[src/rtl/if_fetch_queue.sv]
// Instruction-fetch stage: issues one synchronous imem read per cycle while queue
// space allows, buffers {instr, pc} entries and hands them to decode via valid/ready.
module if_fetch_queue #(
  parameter int unsigned     AW       = 16,
  parameter int unsigned     IW       = 16,
  parameter int unsigned     DEPTH    = 4,
  parameter logic [AW-1:0]   RESET_PC = '0
) (
  input  logic          clk,
  input  logic          rst,
  input  logic          redir_valid,
  input  logic [AW-1:0] redir_pc,
  input  logic          ret_valid,
  input  logic [AW-1:0] ret_pc,
  output logic          imem_rd_en,
  output logic [AW-1:0] imem_addr,
  input  logic [IW-1:0] imem_rdata,
  output logic          out_valid,
  input  logic          out_ready,
  output logic [IW-1:0] out_instr,
  output logic [AW-1:0] out_pc,
  output logic [AW-1:0] out_pc_inc
);

  localparam int unsigned PW = (DEPTH > 1) ? $clog2(DEPTH) : 1;
  localparam int unsigned CW = $clog2(DEPTH) + 1;
  localparam logic [CW-1:0] DEPTH_C = CW'(DEPTH);

  logic [AW-1:0] pc;
  logic [IW-1:0] q_instr [DEPTH];
  logic [AW-1:0] q_pc    [DEPTH];
  logic [PW-1:0] rd_ptr;
  logic [PW-1:0] wr_ptr;
  logic [CW-1:0] count;
  logic          inflight;
  logic [AW-1:0] inflight_pc;
  logic          kill;

  logic          redir_any;
  logic [AW-1:0] target;
  logic          pop;
  logic          issue;
  logic          capture;
  logic [CW:0]   pending;

  always_comb begin
    redir_any  = ret_valid | redir_valid;
    target     = ret_valid ? ret_pc : redir_pc;
    out_valid  = (count != '0) & ~redir_any;
    pop        = out_valid & out_ready;
    pending    = {1'b0, count} + (CW+1)'(inflight) - (CW+1)'(pop);
    issue      = redir_any | (pending < {1'b0, DEPTH_C});
    imem_rd_en = issue & rst;
    imem_addr  = redir_any ? target : pc;
    // A response landing in a redirect cycle belongs to the old stream and is dropped.
    capture    = inflight & ~kill & ~redir_any;
  end

  always_ff @(posedge clk) begin
    if (capture) begin
      q_instr[wr_ptr] <= imem_rdata;
      q_pc[wr_ptr]    <= inflight_pc;
    end
  end

  always_ff @(posedge clk or negedge rst) begin
    if (!rst) begin
      pc          <= RESET_PC;
      rd_ptr      <= '0;
      wr_ptr      <= '0;
      count       <= '0;
      inflight    <= 1'b0;
      inflight_pc <= '0;
      kill        <= 1'b0;
    end else begin
      pc          <= imem_addr + AW'(issue);
      inflight    <= issue;
      inflight_pc <= imem_addr;
      if (redir_any) begin
        count  <= '0;
        rd_ptr <= wr_ptr;
        kill   <= 1'b0;
      end else begin
        if (capture) wr_ptr <= wr_ptr + PW'(1);
        if (pop)     rd_ptr <= rd_ptr + PW'(1);
        count <= count + CW'(capture) - CW'(pop);
      end
    end
  end

  assign out_instr  = q_instr[rd_ptr];
  assign out_pc     = q_pc[rd_ptr];
  assign out_pc_inc = out_pc + AW'(1);

  count_in_range: assert property (@(posedge clk) disable iff (!rst) count <= DEPTH_C);

endmodule
[config.mk]
export PLATFORM = sky130hd
export DESIGN_NAME = if_fetch_queue
export DESIGN_NICKNAME = d
export VERILOG_FILES = /design/src/rtl/if_fetch_queue.sv
export SDC_FILE = /design/constraint.sdc
export NUM_CORES = 1
export LEC_CHECK = 0
export BUFFER_PORTS_ARGS = -buffer_cell sky130_fd_sc_hd__buf_2
export CAP_MARGIN = 20
export CORE_MARGIN = 2
export CORE_UTILIZATION = 58
export CTS_BUF_LIST = sky130_fd_sc_hd__clkbuf_4 sky130_fd_sc_hd__clkbuf_8
export CTS_CLUSTER_SIZE = 8
export DETAILED_ROUTE_END_ITERATION = 6
export GPL_ROUTABILITY_DRIVEN = 0
export GPL_TIMING_DRIVEN = 0
export PLACE_DENSITY = 0.89
export SETUP_SLACK_MARGIN = 0.4
export SKIP_LAST_GASP = 1
export SYNTH_ARGS = -nofsm -noshare
export SYNTH_HDL_FRONTEND = slang
export SYNTH_SLANG_ARGS = --single-unit
[constraint.sdc]
create_clock -name clk -period 3.7 [get_ports clk]
set_input_delay 0.37 -clock clk [delete_from_list [all_inputs] [get_ports clk]]
set_output_delay 0.37 -clock clk [all_outputs]
set_load 0.02 [all_outputs]
**After elaboration in Yosys (flattened, before gate mapping)**

Memory sizes are Yosys's and may differ from the RTL's.
Index checks and enable logic that the tools add are counted.

- Logic and storage cells: 34
- Output and inout bits: 66
- Memories kept: 2
- Bits of input ports: 53
- Register bits after elaboration: 40
- Memory bits (writable): 128

Memory list:

| memory | words | bits a word | read ports | clocked after Yosys merged registers in | wr ports | RTL line | text |
|---|---|---|---|---|---|---|---|
| q_instr | 4 | 16 | 1 | 0 | 1 | 30 | `logic [IW-1:0] q_instr [DEPTH];` |
| q_pc | 4 | 16 | 1 | 0 | 1 | 31 | `logic [AW-1:0] q_pc [DEPTH];` |

- Order comparisons: 1
- Bitwise operators: 7
- Add/sub/neg operators: 8
- Reductions and logical operators: 3
- Muxes and demuxes: 7

Operators with widths:

| operator | number |
|---|---|
| $mux W16 | 2 |
| $add A16 B1 Y16 | 1 |
| $add A16 B1 Y16 const B | 1 |
| $add A2 B1 Y2 const B | 2 |
| $add A3 B1 Y4 | 1 |
| $and A1 B1 Y1 | 4 |
| $lt A4 B3 Y1 const B | 1 |
| $mux W2 | 2 |
| $sub A4 B1 Y4 | 1 |
| $add A3 B1 Y3 | 1 |
| $mux W3 | 1 |
| $reduce_bool A3 Y1 | 1 |
| $sub A3 B1 Y3 | 1 |
| $mux W1 | 2 |
| $or A1 B1 Y1 | 2 |
| $reduce_and A2 Y1 | 1 |
| $reduce_bool A2 Y1 | 1 |
| $not A1 Y1 | 1 |

**Depth between registers and ports, before layout**

- Word-level depth: 8
- Mapped depth: 18
- Mapped depth without buffers: 16

**Worst setup path after synthesis**

OpenSTA, ideal clock, no wires.

- Path type: input -> register
- Start point: input port ret_valid
- End point: register pc[12]
- Data arrival time: 3370 ps
- Stages: 17
- Buffers on the path: 2
- Data required time: 3541 ps
- Setup time: 159 ps
- Path slack: 171 ps
- Path through: buf_2 -> buf_2 -> nor2_1 -> o31a_1 -> and2_0 -> ha_1 -> inv_1 -> ha_1 -> nand2_1 -> o21bai_1 -> o311ai_0 -> ha_1 -> ha_1 -> nand2_1 -> and3b_1 -> nand2_1 -> xnor2_1

- Longest elaborated chain between the ends: 8
- Elaborated cells on any way between the ends: 10
- Classes of those cells: add/sub (2); order compare (1); mux (2); bitwise (5)

Ends and longest elaborated chain:

| element | RTL line | text |
|---|---|---|
| from (decl) | 13 | `input logic ret_valid,` |
| $or A1 B1 Y1 | 47 | `redir_any = ret_valid \| redir_valid;` |
| $not A1 Y1 (no source line) | - |  |
| $and A1 B1 Y1 | 49 | `out_valid = (count != '0) & ~redir_any;` |
| net out_valid | 18 | `output logic out_valid,` |
| $and A1 B1 Y1 | 50 | `pop = out_valid & out_ready;` |
| $sub A4 B1 Y4 | 51 | `pending = {1'b0, count} + (CW+1)'(inflight) - (CW+1)'(pop);` |
| $lt A4 B3 Y1 | 52 | `issue = redir_any \| (pending < {1'b0, DEPTH_C});` |
| $or A1 B1 Y1 | 52 |  |
| net issue | 42 | `logic issue;` |
| $add A16 B1 Y16 | 76 | `pc <= imem_addr + AW'(issue);` |
| to (signal assigned) | 76 |  |
| to (decl) | 29 | `logic [AW-1:0] pc;` |

The timed path passes the listed nets, and every way through them passes these cells.
A chain may end at the register's enable or synchronous reset.

**Final worst setup path**

- Start point: register rd_ptr[0]
- End point: output port out_pc_inc[12]

- Longest elaborated chain between the ends: 2

Ends and longest elaborated chain:

| element | RTL line | text |
|---|---|---|
| from (decl) | 32 | `logic [PW-1:0] rd_ptr;` |
| from (signal assigned) | 81 | `rd_ptr <= wr_ptr;` |
| from (signal assigned) | 85 | `if (pop) rd_ptr <= rd_ptr + PW'(1);` |
| $mem_v2 Z4 W16 | - |  |
| $add A16 B1 Y16 | 93 | `assign out_pc_inc = out_pc + AW'(1);` |
| to (decl) | 22 | `output logic [AW-1:0] out_pc_inc` |

No other way between the ends.

==> run_results.csv <==
group,metric,value,unit
status,status,"finished, violations left",
status,violations,"DRC",
floorplanning,ios,119,
final_layout,instances_no_fill,683,
critical_path,max_stage_delay,440,ps
critical_path,crit_type,"register to output pin",
sta,hold_ws,61.3,ps
final_layout,antenna_cells,0,
drt,drt_iter0_drc,324,
critical_path,end_kind,"output pin",
drt,vias_per_cell,5.67,
placement,dp_cells,651,
final_layout,final_common_cell,"edfxtp_1",
critical_path,arrival,2820,ps
final_layout,stdcell_area,8130,um^2
sta,clock.fmax,314,MHz
logic_synthesis,synth_edf_count,128,
clock_tree,clock_latency,440,ps
drt,drt_first_pass_iters,6,
worst_hold_path,hold_class,"primary input to async pin",
floorplanning,initial_core_util,59.9,%
power_and_ir_drop,p_per_area,682,nW/um^2
drt,drt-total-wl,13700,um
power_and_ir_drop,finalPower,5.55,mW
drt,drt-wirelength-per-cell,20.1,um
logic_synthesis,ys_seq_area_share,70.2,%
sta,max_slew_margin,40.1,%
global_routing,grt_pass1_vias,4109,
floorplanning,die_area,12800,um^2
floorplanning,dieWidth,113,um
critical_path,crit_top_cell,"buf_6",
logic_synthesis,synth_warnings,0,
logic_synthesis,synth_area,6900,um^2
final_layout,drive_gt1_share,36.9,%
logic_synthesis,ys_async_sr_fraction,23.8,%
floorplanning,fp-row-count,39,
clock_tree,root_buffer,"clkbuf_8",
global_routing,grt_use_total,22.7,%
power_and_ir_drop,irDropWorstVdd,0.299,mV
critical_path,crit_slowest_cell,"mux4_2",
critical_path,path_cells,"buf_6 -> buf_6 -> mux4_2 -> ha_4 -> and2_4 -> nand2_1 -> or3_4 -> nor2_1 -> xor2_1 -> buf_2",
clock_tree,tritoncts,"yes",
drt,route.detailed.drc,7,
final_layout,syn_to_final_growth,17.9,%
critical_path,start_kind,"register",
placement,hpwl,9260,um
global_routing,antenna_found_initial,0,
sta,drv_slew,0,
sta,worst_slack,511,ps
logic_synthesis,ys.flop_type,"edfxtp_1",
final_layout,layout_common_cells,"edfxtp_1, buf_2, dfrtp_1",
logic_synthesis,postSynthAreaPerCell,17.6,um^2
sta,worst_pin_slew,899,ps
sta,fin_setup_tns,0,ps
clock_tree,cts_max_level,4,
clock_tree,numCtsBuffers,17,
final_layout,layout.nets,593,
sta,post-route-min-period,3190,ps
flow_run,cap_violations,0,
placement,post-place-ws,75.5,ps
power_and_ir_drop,leakagePower,3.18,nW
placement,port_buffers,116,
floorplanning,fp.coreArea,11500,um^2
sta,finalCritPeriodShare,86.2,%
clock_tree,clk_pin_slew,80,ps
logic_synthesis,synth-seq-cells,168,
clock_tree,cts_buffer_depth,2,
drt,via_count,3873,
global_routing,grt_remaining_overflow,0,
drt,ant_nets,0,
sta,rsz0062_at_grt,"no",
clock_tree,cts_num_sinks,168,
final_layout,fin_util,70.6,%
logic_synthesis,synthesis.nets,458,
global_routing,grt_first_pass_wirelength,21600,um
clock_tree,post_cts_buffers,0,
sta,setup_violations,0,
sta,skew,9.60,ps
placement,dpl_cell_area,7670,um^2
logic_synthesis,syn_inst,392,
logic_synthesis,yosysUniqueCellTypes,41,
critical_path,crit_fanout,10,
global_routing,grt_max_degree,42,
floorplanning,die_h,113,um
critical_path,crit_required,3330,ps
sta,finalHoldViolCount,0,
==> metal layers <==
layer	wire length (um)	track usage [%]
met2	7110	38.0
met4	241	7.24
met1	5700	30.0
met5	0	0
met3	689	5.46
==> worst paths after layout <==
check	from	endpoint	slack [ps]	cells after the start
max	rd_ptr[0]	out_pc_inc[12]	510	10
min	rst	inflight_pc[7]	60	1
max reg2reg	count[0]	pc[10]	580	14
min reg2reg	inflight_pc[1]	q_pc[2][1]	500	0
max in group asynchronous	rst	pc[13]	3090	1
min in group clk	imem_rdata[14]	q_instr[2][14]	140	1
==> power breakdown <==
group	internal (mW)	switching, mW	leakage (nW)
clock	0.709	0.623	0.214
sequential	2.26	0.0796	1.65
combinational	0.728	1.15	1.32
==> critical path: cells and delay by family, from the launching register on <==
family	cells	cell delay (ps)
XOR/XNOR	1	150
AND/OR/NAND/NOR	4	740
buffers and inverters	3	490
flip-flops	1	380
multiplexers	1	440
adder cells (fa/ha/maj)	1	170
==> Yosys cell counts (2+ instances only) <==
master | instances | share of area [%]
nor3_1 | 4 | 0.29
and2_1 | 5 | 0.45
and3_1 | 5 | 0.45
mux2i_1 | 16 | 2.3
nand2_1 | 33 | 1.8
mux4_1 | 8 | 3.0
inv_1 | 13 | 0.71
mux4_2 | 24 | 7.8
dfrtp_1 | 40 | 15
ha_1 | 12 | 2.2
buf_2 | 5 | 0.36
and4_1 | 2 | 0.25
buf_6 | 4 | 0.65
nand2b_1 | 2 | 0.18
o21ai_1 | 3 | 0.22
edfxtp_1 | 128 | 56
clkbuf_1 | 4 | 0.22
o21ai_0 | 11 | 0.80
xnor2_1 | 19 | 2.4
nand3_1 | 9 | 0.65
xor2_1 | 12 | 1.5
nor2_1 | 14 | 0.76
==> cell type report <==
| class | instances | area (um^2) |
|---|---|---|
| buffer | 15 | 104 |
| clock buffer | 20 | 269 |
| timing repair buffer | 116 | 583 |
| clock inverter | 12 | 151 |
| multi-input combinational | 196 | 1950 |
| tap | 143 | 179 |
| sequential | 168 | 4840 |
| inverter | 13 | 48.8 |
| fill | 694 | 3380 |
==> what timing repair did <==
action                                  4_1_cts  5_1_grt
pin swaps                                     0        1
hold endpoints to repair                      0        0
gates cloned                                  0        0
endpoints found under the setup margin        5        7
hold buffers                                  0        0
resized for setup                             1        9
==> registers in the layout, indices dropped and copies added (netlist names) <==
signal and flops:
wr_ptr 2, q_pc 64, pc 16, q_instr 64, rd_ptr 2, count 3, inflight 1, inflight_pc 16
==> kinds of logic after synthesis <==
| group | Yosys count | synth area share, % |
|---|---|---|
| xor gates and xnor gates | 31 | 3.94 |
| adders and majority gates | 13 | 2.47 |
| and+or+nand+nor | 81 | 5.84 |
| muxes | 49 | 13.4 |
| DFF | 168 | 70.2 |
| buffers and inverters | 28 | 2.19 |
| AOI/OAI and AO/OA | 22 | 1.94 |
Power figures use the tool's default switching activity.
